===== config.mk =====
export PLATFORM = sky130hd
export DESIGN_NAME = snn_layer_sequencer
export DESIGN_NICKNAME = d
export VERILOG_FILES = /design/src/rtl/snn_pkg.sv /design/src/rtl/snn_sat_clamp.sv /design/src/rtl/snn_layer_sequencer.sv
export SDC_FILE = /design/constraint.sdc
export NUM_CORES = 1
export LEC_CHECK = 0
export BUFFER_PORTS_ARGS = -buffer_cell sky130_fd_sc_hd__buf_2
export CAP_MARGIN = 20
export CORE_ASPECT_RATIO = 1.2
export CORE_MARGIN = 5
export CORE_UTILIZATION = 40
export DETAILED_ROUTE_END_ITERATION = 8
export PLACE_DENSITY = 0.66
export SLEW_MARGIN = 15
export SYNTH_ARGS = -nofsm -noshare
export SYNTH_HDL_FRONTEND = slang
export SYNTH_SLANG_ARGS = --single-unit

===== constraint.sdc =====
create_clock -name wb_clk_i -period 2.55 [get_ports wb_clk_i]
set_input_delay 0.3825 -clock wb_clk_i [delete_from_list [all_inputs] [get_ports wb_clk_i]]
set_output_delay 0.3825 -clock wb_clk_i [all_outputs]
set_load 0.01 [all_outputs]

===== src/rtl/snn_pkg.sv =====
// Shared types and widths for the spiking-neuron layer sequencer.
package snn_pkg;

   localparam int V_MEM_W  = 9;
   localparam int WEIGHT_W = 8;
   localparam int CFG_W    = 8;

   typedef enum logic [2:0] {
      IDLE,
      RD_V,
      ACC,
      FIRE,
      DONE
   } seq_state_t;

endpackage


===== src/rtl/snn_sat_clamp.sv =====
// Saturating fix-up for one membrane accumulation step: when the neuron adder
// overflows (operands share a sign that the sum does not), the result is
// pinned to the most positive or most negative membrane value.
module snn_sat_clamp
   import snn_pkg::*;
(
   input  logic signed [V_MEM_W-1:0]  acc,
   input  logic signed [WEIGHT_W-1:0] weight,
   input  logic signed [V_MEM_W-1:0]  sum,
   output logic signed [V_MEM_W-1:0]  result
);

   localparam logic signed [V_MEM_W-1:0] V_MAX = {1'b0, {(V_MEM_W-1){1'b1}}};
   localparam logic signed [V_MEM_W-1:0] V_MIN = {1'b1, {(V_MEM_W-1){1'b0}}};

   function automatic logic signed [V_MEM_W-1:0] sat_fix(
      input logic signed [V_MEM_W-1:0]  a,
      input logic signed [WEIGHT_W-1:0] b,
      input logic signed [V_MEM_W-1:0]  s
   );
      if ((a[V_MEM_W-1] == b[WEIGHT_W-1]) && (s[V_MEM_W-1] != a[V_MEM_W-1]))
         return a[V_MEM_W-1] ? V_MIN : V_MAX;
      return s;
   endfunction

   // Clamp the wrapped sum back into range on overflow
   always_comb begin
      result = sat_fix(acc, weight, sum);
   end

endmodule


===== src/rtl/snn_layer_sequencer.sv =====
// Timestep sequencer for one SNN layer. For each neuron j it reads the stored
// membrane potential, accumulates the weights of every active input spike
// through the external neuron datapath, then fires/leaks and writes the
// membrane back. Optional feature macro: SNN_SAT_EN (saturating accumulation
// instead of two's-complement wrap).
module snn_layer_sequencer
   import snn_pkg::*;
#(
   parameter int NUM_NEURONS = 16,
   parameter int NUM_INPUTS  = 16,
   localparam int JW = (NUM_NEURONS > 1) ? $clog2(NUM_NEURONS) : 1,
   localparam int AW = $clog2(NUM_NEURONS * NUM_INPUTS),
   localparam int KW = $clog2(NUM_INPUTS + 1)
) (
   input  logic                       wb_clk_i,
   input  logic                       wb_rst_i,
   input  logic                       start,
   input  logic [NUM_INPUTS-1:0]      in_spikes,
   input  logic [CFG_W-1:0]           cfg_beta,
   input  logic [CFG_W-1:0]           cfg_v_th,
   output logic                       busy,
   output logic                       done,
   output logic [NUM_NEURONS-1:0]     out_spikes,
   output logic                       w_rd_en,
   output logic [AW-1:0]              w_addr,
   input  logic signed [WEIGHT_W-1:0] w_rdata,
   output logic                       vmem_rd_en,
   output logic                       vmem_we,
   output logic [JW-1:0]              vmem_addr,
   output logic signed [V_MEM_W-1:0]  vmem_wdata,
   input  logic signed [V_MEM_W-1:0]  vmem_rdata,
   output logic signed [WEIGHT_W-1:0] nrn_weight,
   output logic signed [V_MEM_W-1:0]  nrn_v_mem_in,
   output logic [CFG_W-1:0]           nrn_beta,
   output logic                       nrn_function_sel,
   output logic [CFG_W-1:0]           nrn_v_th,
   input  logic                       nrn_spike,
   input  logic signed [V_MEM_W-1:0]  nrn_v_mem_out
);

   localparam logic [KW-1:0] K_LAST = KW'(NUM_INPUTS);
   localparam logic [JW-1:0] J_LAST = JW'(NUM_NEURONS - 1);

   seq_state_t                 state;
   logic [JW-1:0]              j;
   logic [KW-1:0]              k;
   logic [KW-1:0]              k_nxt;
   logic signed [V_MEM_W-1:0]  acc;
   logic signed [V_MEM_W-1:0]  acc_upd;
   logic [NUM_INPUTS-1:0]      spikes_lat;
   logic [NUM_INPUTS:0]        spike_ext;
   logic [CFG_W-1:0]           beta_lat;
   logic [CFG_W-1:0]           v_th_lat;
   // Spike bit of the input whose weight is arriving this cycle (k-1)
   logic                       w_pend;

   function automatic logic [AW-1:0] weight_addr(input logic [JW-1:0] jj,
                                                 input logic [KW-1:0] kk);
      return AW'(jj) * AW'(NUM_INPUTS) + AW'(kk);
   endfunction

   assign k_nxt     = k + 1'b1;
   // Extra zero bit makes the k=NUM_INPUTS slot a natural "no read" entry
   assign spike_ext = {1'b0, spikes_lat};

`ifdef SNN_SAT_EN
   snn_sat_clamp u_sat_clamp (
      .acc    (acc),
      .weight (w_rdata),
      .sum    (nrn_v_mem_out),
      .result (acc_upd)
   );
`else
   assign acc_upd = nrn_v_mem_out;
`endif

   // Sequencer FSM; RAM strobes and status are registered one state ahead
   always_ff @(posedge wb_clk_i) begin
      if (wb_rst_i) begin
         state      <= IDLE;
         j          <= '0;
         k          <= '0;
         acc        <= '0;
         busy       <= 1'b0;
         done       <= 1'b0;
         out_spikes <= '0;
         spikes_lat <= '0;
         beta_lat   <= '0;
         v_th_lat   <= '0;
         w_pend     <= 1'b0;
         w_rd_en    <= 1'b0;
         w_addr     <= '0;
         vmem_rd_en <= 1'b0;
         vmem_we    <= 1'b0;
         vmem_addr  <= '0;
      end else begin
         case (state)
            IDLE: begin
               done <= 1'b0;
               if (start) begin
                  spikes_lat <= in_spikes;
                  beta_lat   <= cfg_beta;
                  v_th_lat   <= cfg_v_th;
                  out_spikes <= '0;
                  j          <= '0;
                  busy       <= 1'b1;
                  vmem_rd_en <= 1'b1;
                  vmem_addr  <= '0;
                  state      <= RD_V;
               end
            end
            RD_V: begin
               vmem_rd_en <= 1'b0;
               k          <= '0;
               w_pend     <= 1'b0;
               w_rd_en    <= spikes_lat[0];
               w_addr     <= weight_addr(j, '0);
               state      <= ACC;
            end
            ACC: begin
               if (k == '0)
                  acc <= vmem_rdata;
               else if (w_pend)
                  acc <= acc_upd;
               w_pend <= w_rd_en;
               if (k == K_LAST) begin
                  w_rd_en   <= 1'b0;
                  vmem_we   <= 1'b1;
                  vmem_addr <= j;
                  state     <= FIRE;
               end else begin
                  k       <= k_nxt;
                  w_rd_en <= spike_ext[k_nxt];
                  w_addr  <= weight_addr(j, k_nxt);
               end
            end
            FIRE: begin
               vmem_we       <= 1'b0;
               out_spikes[j] <= nrn_spike;
               if (j == J_LAST) begin
                  busy  <= 1'b0;
                  done  <= 1'b1;
                  state <= DONE;
               end else begin
                  j          <= j + 1'b1;
                  vmem_rd_en <= 1'b1;
                  vmem_addr  <= j + 1'b1;
                  state      <= RD_V;
               end
            end
            DONE: begin
               done  <= 1'b0;
               state <= IDLE;
            end
            default: state <= IDLE;
         endcase
      end
   end

   // Neuron datapath operand steering: add mode in ACC, fire mode in FIRE
   always_comb begin
      nrn_weight       = '0;
      nrn_function_sel = 1'b0;
      nrn_v_mem_in     = acc;
      if ((state == ACC) && (k != '0))
         nrn_weight = w_rdata;
      if (state == FIRE)
         nrn_function_sel = 1'b1;
   end

   assign nrn_beta   = beta_lat;
   assign nrn_v_th   = v_th_lat;
   assign vmem_wdata = nrn_v_mem_out;

endmodule


==> results.yml, run 1 <==
pwr:
  leakage_nw: 2.25
  seq_power_share_pct: 38.6
  p_sw_mw: 1.04
  vdd_drop_max_mv: 0.498
  power_density_nw_per_um2: 759
  pwr-share-clk_pct: 41.3
  p_sw_share_pct: 27.2
  power_mw: 3.82
  internal_power_mw: 2.78
  pwr-share-comb_pct: 20.2
detailed_routing:
  vias: 3660
  drc: 0
  first_pass_iters: 6
  drt_iter0_drc: 177
  detail_route.wl_per_cell_um: 14.4
  postRouteAntennaNets: 0
  routed_wl_mm: 10.4
  vias_per_cell: 5.05
logic_synthesis:
  synth_seq_cells: 83
  synth.cell_area_um2: 4000
  synthMostInstantiatedCell: "nand2_1"
  synth_cell_types: 50
  synth_xor_area_share_pct: 2.16
  synthArstFlopShare_pct: 0
  synth-main-ff-cell: "dfxtp_1"
  synth_largest_area_cell: "dfxtp_1"
  postSynthCellCount: 481
  synthMuxAreaShare_pct: 5.50
  synth_area_leaders: "dfxtp_1 42%, a21oi_1 8.4%, nand2_1 7.9%, nor2_1 4.5%, mux2i_1 3.3%"
  synth-simple-area-share_pct: 23.2
  synth_compound_area_share_pct: 16.9
  synth_fa_ha_area_share_pct: 2.50
  synth_top_family_by_area: "simple AND/OR/NAND/NOR gates"
  synth_top_area_share_pct: 41.5
  synth_edf_count: 0
  yosysSeqAreaShare_pct: 41.5
  synthesis.nets: 551
  synth.avg_cell_area_um2: 8.32
  synth.top_cells.by_count: "84 x nand2_1, 83 x dfxtp_1, 67 x a21oi_1, 48 x nor2_1"
  synth-warning-count: 0
cells_and_area:
  drive_gt1_share_pct: 31.1
  syn_to_final_growth_pct: 25.8
  fill_cells: 958
  fin_nets: 664
  antenna_cells: 0
  multi_input_area_um2: 2020
  design_area_um2: 5030
  regArea_um2: 1660
grt:
  grt_antenna_before_repair: 0
  grt_overflow_total: 0
  grt_util_all_layers_pct: 17.1
  grt_pass1_wl_mm: 16.9
  first_global_vias: 3491
  grt_max_degree: 43
critical_path:
  cp-start-kind: "flop"
  slowest_stage: "dfxtp_1"
  r2r_slack_ns: 0.44
  endpoint_kind: "output port"
  crit_chain: "clkinv_1, ha_1, nor4b_2, nor3_2, and2_1, buf_2"
  crit_type: "flop to output port"
  cp_max_fo: 8
  required_ns: 2.17
  critPathMaxStageDelay_ns: 0.41
  crit_arrival_ns: 1.88
floorplanning:
  rows: 40
  die_h_um: 120
  die_w_um: 101
  pin_count: 138
  start_util_pct: 40.4
  dieArea_um2: 12100
  coreArea_um2: 9910
timing:
  finalSetupTns_ns: 0
  fin_crit_ns: 2.27
  rsz0062_at_grt: "false"
  worst_pin_slew_ns: 0.848
  setup_viol: 0
  fmax_ghz: 0.441
  drv_slew: 0
  slew_headroom_pct: 43.5
  hold_viol: 0
  fin_ws_ns: 0.285
  fin_skew_ns: 0.00595
  period_share_pct: 88.8
  hold_slack_ns: 0.276
run_status:
  status: "finished clean"
clocking:
  h-tree-depth: 3
  clock_tree.root_cell: "clkbuf_16"
  cts_inserted_buffers: 9
  holdBufCountCts: 0
  path_clk_slew_ns: 0.06
  clk_path_buf_depth: 2
  clkSinkCount: 83
  clock_latency_ns: 0.34
  cts_tree: "built"
placed_design:
  dp_hpwl_mm: 7.67
  pre_cts_ws_ns: 0.426
  gp_congestion: 0.808
  placed_area_um2: 4670
  port_buffers: 137
hold_path:
  hold_class: "primary input to flop"
run:
  maxCapViolCount: 0
-- per-layer routing --
layer | GRT usage, % | vias up | wire (µm)
li1 | - | 1858 | -
met1 | 20.9 | 1664 | 4410
met2 | 28.5 | 124 | 4860
met3 | 4.59 | 14 | 946
met4 | 6.48 | 0 | 184
met5 | 0 | - | 0
-- final timing paths --
| check | start | endpoint | cells after the start |
|---|---|---|---|
| max | w_addr[0]$_SDFFE_PP0P_ | nrn_weight[0] | 6 |
| min | cfg_beta[3] | nrn_beta[3]$_SDFFE_PP0P_ | 3 |
| max reg2reg | w_addr[0]$_SDFFE_PP0P_ | w_addr[4]$_SDFFE_PP0P_ | 7 |
| min reg2reg | spikes_lat[7]$_SDFFE_PP0P_ | spikes_lat[7]$_SDFFE_PP0P_ | 2 |
-- cell usage in the layout (no fill, tap or decap), types with 3 or more instances in the layout --
cell | synthesis | layout
nand2_1 | 84 | 84
a21oi_1 | 67 | 67
nor4_1 | 3 | 3
buf_4 | 15 | 12
nand2b_1 | 9 | 9
a31oi_1 | 11 | 11
inv_1 | 9 | 9
clkbuf_16 | 0 | 9
nor2_1 | 48 | 48
o21ai_0 | 8 | 8
xnor2_1 | 5 | 5
a211oi_2 | 4 | 4
xor2_1 | 3 | 3
and2_1 | 9 | 9
a211oi_1 | 10 | 10
mux2i_1 | 13 | 13
or3_1 | 3 | 3
a22oi_1 | 4 | 4
bufinv_16 | 0 | 4
buf_2 | 12 | 137
nor2b_1 | 3 | 3
dfxtp_1 | 83 | 83
ha_1 | 8 | 8
nor3_1 | 6 | 5
nand3_1 | 12 | 12
mux4_2 | 4 | 4
-- worst max-delay path, delay by kind of cell (launching register included) --
kind / cells / cell delay, ns
fa+ha+maj: 1 / 0.24
flops: 1 / 0.41
buf+inv: 2 / 0.25
simple gates: 3 / 0.65
-- timing repair --
item,CTS,global route
setup buffers,0,0
gates resized for setup,0,1
setup endpoints to repair,0,8
-- sequential cells by signal (all words and copies together), names as in the netlist, 3 cells and up --
signal	flops
nrn_beta	8
state	3
w_addr	8
spikes_lat	16
out_spikes	16
j	4
nrn_v_mem_in	9
vmem_addr	4
nrn_v_th	8
-- power groups by stage --
stage / combinational [mW] / clock, mW / sequential [mW]
6_report: 0.771 / 1.58 / 1.47
5_1_grt: 0.859 / 1.65 / 1.49
4_1_cts: 0.781 / 1.60 / 1.48
3_5_place_dp: 0.776 / 0 / 1.50
3_3_place_gp: 0.762 / 0 / 1.50
2_1_floorplan: 0.518 / 0 / 1.53
-- metrics by stage --
stage / util (%) / std cells
final: 50.8 / 725
after CTS: 50.8 / 725
after floorplan: - / 481
after detailed placement: 47.1 / 709
after global routing: 50.8 / 725
after global placement: 47.1 / 709
-- logic make-up (layout without fill, tap and decap cells) --
| group | after synthesis | count (layout) |
|---|---|---|
| XOR/XNOR | 9 | 9 |
| flip-flops | 83 | 83 |
| adder cells (fa/ha/maj) | 8 | 8 |
| multiplexers | 17 | 17 |
| AO/OA/AOI/OAI | 112 | 112 |
| buffers and inverters | 58 | 176 |
| AND/OR/NAND/NOR | 194 | 194 |
-- area by class of cell --
class | instances | area share, %
repair buffers | 150 | 15.8
multi-input cells | 340 | 40.1
inverters | 10 | 0.746
clock buffers | 9 | 4.47
well taps | 126 | 3.13
flip-flops and latches | 83 | 33.0
clock inverters | 7 | 2.76
Power figures use the tool's default switching activity.
==> run 2, diff against run 1 <==
- BUFFER_PORTS_ARGS: -buffer_cell sky130_fd_sc_hd__buf_2 -> unset
- DONT_BUFFER_PORTS: unset -> 1
- PLACE_DENSITY: 0.66 -> unset
- SYNTH_HIERARCHICAL: unset -> 1
==> results.yml, run 2 <==
grt:
  first_global_vias: 3028
  grt_util_all_layers_pct: 15.9
  met3_usage_pct: 5.23
  grt_overflow_total: 0
  grt_util_met2_pct: 25.1
  grt_antenna_before_repair: 0
  met1_usage_pct: 19.3
  grt_max_degree: 84
  grt_busiest_layer: "met2"
  grt_pass1_wl_mm: 15.3
cells_and_area:
  antenna_cells: 0
  drive_gt1_share_pct: 9.80
  fin_cells: 585
  syn_to_final_growth_pct: 6.41
  fin_nets: 524
  final_common_cell: "nand2_1"
  most-common-layout-cells: "84 x nand2_1, 83 x dfxtp_1, 67 x a21oi_1"
clocking:
  cts_resized: 1
  cts_setup_buffers: 0
  clock_latency_ns: 0.33
  cts_inserted_buffers: 9
  clock_tree.root_cell: "clkbuf_16"
  clkSinkCount: 83
  holdBufCountCts: 0
  path_clk_slew_ns: 0.06
  clk_path_buf_depth: 2
  h-tree-depth: 3
  cts_tree: "built"
logic_synthesis:
  synth_cell_types: 50
  synth_seq_cells: 83
  synth_edf_count: 0
  synth-main-ff-cell: "dfxtp_1"
  synth.avg_cell_area_um2: 8.32
  synth.cell_area_um2: 4000
  synth-warning-count: 6
  synth_area_leaders: "dfxtp_1 42%, a21oi_1 8.4%, nand2_1 7.9%, nor2_1 4.5%, mux2i_1 3.3%"
  synthMostInstantiatedCell: "nand2_1"
  synthesis.nets: 551
  synth_top_area_share_pct: 41.5
  yosysSeqAreaShare_pct: 41.5
  postSynthCellCount: 481
  synthArstFlopShare_pct: 0
  synth.top_cells.by_count: "84 x nand2_1, 83 x dfxtp_1, 67 x a21oi_1, 48 x nor2_1"
  synth_largest_area_cell: "dfxtp_1"
detailed_routing:
  routed_wl_mm: 9.67
  drc: 0
  vias: 3220
  detail_route.wl_per_cell_um: 16.5
  first_pass_iters: 4
  postRouteAntennaNets: 0
  drt_iter0_drc: 161
  vias_per_cell: 5.50
timing:
  slew_headroom_pct: 58.3
  fmax_ghz: 0.438
  drv_slew: 0
  worst_pin_slew_ns: 0.625
  period_share_pct: 89.6
  fin_ws_ns: 0.264
  hold_viol: 0
  fin_skew_ns: 0.00542
  finalSetupTns_ns: 0
  fin_crit_ns: 2.29
  setup_viol: 0
  rsz0062_at_grt: "false"
floorplanning:
  dieArea_um2: 12100
  coreArea_um2: 9910
  pin_count: 138
  die_w_um: 101
  rows: 40
  start_util_pct: 40.4
  die_h_um: 120
pwr:
  leakage_nw: 1.55
  power_density_nw_per_um2: 789
  vdd_drop_max_mv: 0.338
placed_design:
  port_buffers: 0
  gp_congestion: 0.783
  pre_cts_ws_ns: 0.359
  dp_hpwl_mm: 7.01
  dp_cells: 569
critical_path:
  crit_arrival_ns: 1.90
  cp-start-kind: "flop"
  crit_type: "flop to output port"
  required_ns: 2.17
  endpoint_kind: "output port"
  cp_max_fo: 8
hold_path:
  hold_class: "primary input to flop"
run:
  maxCapViolCount: 0
run_status:
  status: "finished clean"
[run 2: cell type report]
class                   instances  area, µm²
well taps                     126        158
fillers                      1000       5650
inverters                      10       37.5
clock inverters                 6       66.3
multi-input cells             340       2020
clock buffers                  10        229
repair buffers                 10       87.6
flip-flops and latches         83       1660
[run 2: power breakdown]
| group | switching (mW) | leakage [nW] | internal (mW) |
|---|---|---|---|
| registers | 0.127 | 0.676 | 1.41 |
| logic | 0.325 | 0.744 | 0.226 |
| clock network | 0.515 | 0.135 | 0.758 |
| total | 0.966 | 1.55 | 2.39 |
[run 2: critical path, stage by stage, from the launching register on]
cell and delay (ns):
dfxtp_1 0.47, clkinv_1 0.17, ha_1 0.24, nor4b_2 0.17, nor3_2 0.28, and2_1 0.24
[run 2: kinds of logic (layout without fill, tap and decap cells)]
group / count (synthesis) / after routing / synth area share, %
compound gates: 112 / 112 / 16.9
xor+xnor: 9 / 9 / 2.16
fa+ha+maj: 8 / 8 / 2.50
buf+inv: 58 / 36 / 8.16
flops: 83 / 83 / 41.5
mux: 17 / 17 / 5.50
simple gates: 194 / 194 / 23.2
[run 2: metrics by stage]
| stage | area (µm²) | util (%) | power (mW) | hold slack [ns] |
|---|---|---|---|---|
| after floorplan | 4000 | - | 2.04 | 0.433 |
| after global placement | 3960 | 39.9 | 2.11 | 0.436 |
| after detailed placement | 3960 | 39.9 | 2.13 | 0.440 |
| after CTS | 4260 | 43.0 | 3.41 | 0.102 |
| after global routing | 4260 | 43.0 | 3.55 | 0.106 |
| final | 4260 | 43.0 | 3.36 | 0.118 |
[run 2: path summary, 6_finish.rpt]
kind                              startpoint  slack (ns)                         end  depth (start not counted)
setup reg to reg      w_addr[0]$_SDFFE_PP0P_        0.37      w_addr[7]$_SDFFE_PP0P_                          7
hold reg to reg   spikes_lat[1]$_SDFFE_PP0P_        0.45  spikes_lat[1]$_SDFFE_PP0P_                          2
hold / removal                      wb_rst_i        0.12  spikes_lat[2]$_SDFFE_PP0P_                          1
setup / recovery      w_addr[0]$_SDFFE_PP0P_        0.26               nrn_weight[5]                          5
[run 2: layer usage]
metal / wire, µm / share of wire, %
met1: 4040 / 42
met2: 4550 / 47
met3: 889 / 9.2
met4: 187 / 1.9
met5: 0 / 0
==> run 3, diff against run 2 <==
- clock period: 2.55 -> 2.46 ns (I/O delays scaled with it)
==> results.yml, run 3 (synthesized netlist as in run 2, its figures left out) <==
timing:
  hold_viol: 0
  period_share_pct: 90.7
  drv_slew: 0
  worst_pin_slew_ns: 0.629
  fmax_ghz: 0.448
  finalSetupTns_ns: 0
  slew_headroom_pct: 58.0
  rsz0062_at_grt: "false"
  setup_viol: 0
  fin_crit_ns: 2.23
  fin_skew_ns: 0.00638
detailed_routing:
  drt_iter0_drc: 146
  vias: 3161
  vias_per_cell: 5.39
  first_pass_iters: 4
  detail_route.wl_per_cell_um: 16.3
  drc: 0
  routed_wl_mm: 9.57
  postRouteAntennaNets: 0
pwr:
  internal_power_mw: 2.38
  leakage_nw: 1.56
  p_sw_uw: 985
  vdd_drop_max_mv: 0.432
  seq_power_share_pct: 47.3
  pwr-share-comb_pct: 17.1
  pwr-share-clk_pct: 35.5
  power_density_nw_per_um2: 793
  p_sw_share_pct: 29.3
  power_mw: 3.36
cells_and_area:
  syn_to_final_growth_pct: 5.97
  final_common_cell: "nand2_1"
  drive_gt1_share_pct: 9.98
  antenna_cells: 0
  fin_nets: 526
  fin_cells: 587
  most-common-layout-cells: "84 x nand2_1, 83 x dfxtp_1, 67 x a21oi_1"
  design_area_um2: 4240
run_status:
  status: "finished clean"
grt:
  grt_overflow_total: 0
  grt_antenna_before_repair: 0
  first_global_vias: 3060
  grt_pass1_wl_mm: 15.4
  grt_max_degree: 84
  grt_util_all_layers_pct: 15.8
clocking:
  clock_tree.root_cell: "clkbuf_16"
  cts_tree: "built"
  cts_inserted_buffers: 9
  clock_latency_ns: 0.33
  holdBufCountCts: 0
  clk_path_buf_depth: 2
  clkSinkCount: 83
  h-tree-depth: 3
  path_clk_slew_ns: 0.06
critical_path:
  r2r_slack_ns: 0.29
  cp_max_fo: 8
  r2r-end: "w_addr[5]$_SDFFE_PP0P_"
  reg2reg_depth: 7
  endpoint_kind: "output port"
  required_ns: 2.09
  crit_type: "flop to output port"
  critPathMaxStageDelay_ns: 0.47
  crit_chain: "clkinv_1, ha_1, nor4b_2, nor3_2, and2_1"
  crit_arrival_ns: 1.86
  r2r_start: "w_addr[0]$_SDFFE_PP0P_"
  cp-start-kind: "flop"
  slowest_stage: "dfxtp_1"
run:
  maxCapViolCount: 0
placed_design:
  gp_congestion: 0.760
  dp_cells: 571
  dp_hpwl_mm: 7.00
  placed_area_um2: 3970
  port_buffers: 0
hold_path:
  min_to: "spikes_lat[3]$_SDFFE_PP0P_"
  hold_path_depth: 1
  hold_class: "primary input to flop"
  min-delay-start: "wb_rst_i"
floorplanning:
  coreArea_um2: 9910
  dieArea_um2: 12100
  die_h_um: 120
  pin_count: 138
  start_util_pct: 40.4
  die_w_um: 101
  rows: 40
==> run 3: how the worst max path moves through the flow <==
stage                                 startpoint                      to  cells after the start
after floorplan           w_addr[0]$_SDFFE_PP0P_           nrn_weight[0]                      6
after global placement    w_addr[0]$_SDFFE_PP0P_  w_addr[6]$_SDFFE_PP0P_                      7
after detailed placement  w_addr[0]$_SDFFE_PP0P_  w_addr[5]$_SDFFE_PP0P_                      7
after CTS                 w_addr[0]$_SDFFE_PP0P_           nrn_weight[5]                      5
after global routing      w_addr[0]$_SDFFE_PP0P_  w_addr[4]$_SDFFE_PP0P_                      7
final                     w_addr[0]$_SDFFE_PP0P_           nrn_weight[5]                      5
==> run 3: final cells by class <==
| type | count | area (µm²) |
|---|---|---|
| Fill cell | 1007 | 5670 |
| Multi-Input combinational cell | 340 | 2020 |
| Sequential cell | 83 | 1660 |
| Clock buffer | 11 | 233 |
| Tap cell | 126 | 158 |
| Timing Repair Buffer | 12 | 103 |
| Inverter | 10 | 37.5 |
| Clock inverter | 5 | 30.0 |
==> run 3: critical path: cells and delay by family, from the launching register on <==
family / cells / cell delay (ns)
buffers and inverters: 1 / 0.15
adder cells (fa/ha/maj): 1 / 0.24
AND/OR/NAND/NOR: 3 / 0.66
flip-flops: 1 / 0.47
==> run 3: timing repair <==
item	4_1_cts	5_1_grt
setup endpoints to repair	0	8
buffers inserted	0	0
gates resized for setup	0	1
==> run 3: routing by layer <==
| metal | share of wire (%) | wire [µm] | GRT usage [%] | vias to the layer above |
|---|---|---|---|---|
| met3 | 10 | 986 | 5.76 | 17 |
| met1 | 41 | 3950 | 19.3 | 1449 |
| met2 | 47 | 4490 | 25.4 | 119 |
| met5 | 0 | 0 | 0 | - |
| li1 | - | - | - | 1576 |
| met4 | 1.5 | 146 | 5.82 | 0 |
==> run 3: power groups by stage <==
stage	Clock, mW	Combinational (mW)	Sequential, mW
after floorplan	0	0.537	1.58
after global placement	0	0.569	1.62
after detailed placement	0	0.585	1.63
after CTS	1.25	0.586	1.60
after global routing	1.30	0.658	1.61
final	1.20	0.576	1.59
==> run 3: stage by stage <==
stage,util [%],hold WS (ns),setup WS [ns]
final,42.8,0.107,0.228
after floorplan,-,0.433,0.312
after global routing,42.8,0.0951,0.0753
after global placement,40.1,0.436,0.368
after detailed placement,40.1,0.442,0.296
after CTS,42.7,0.0933,0.00204
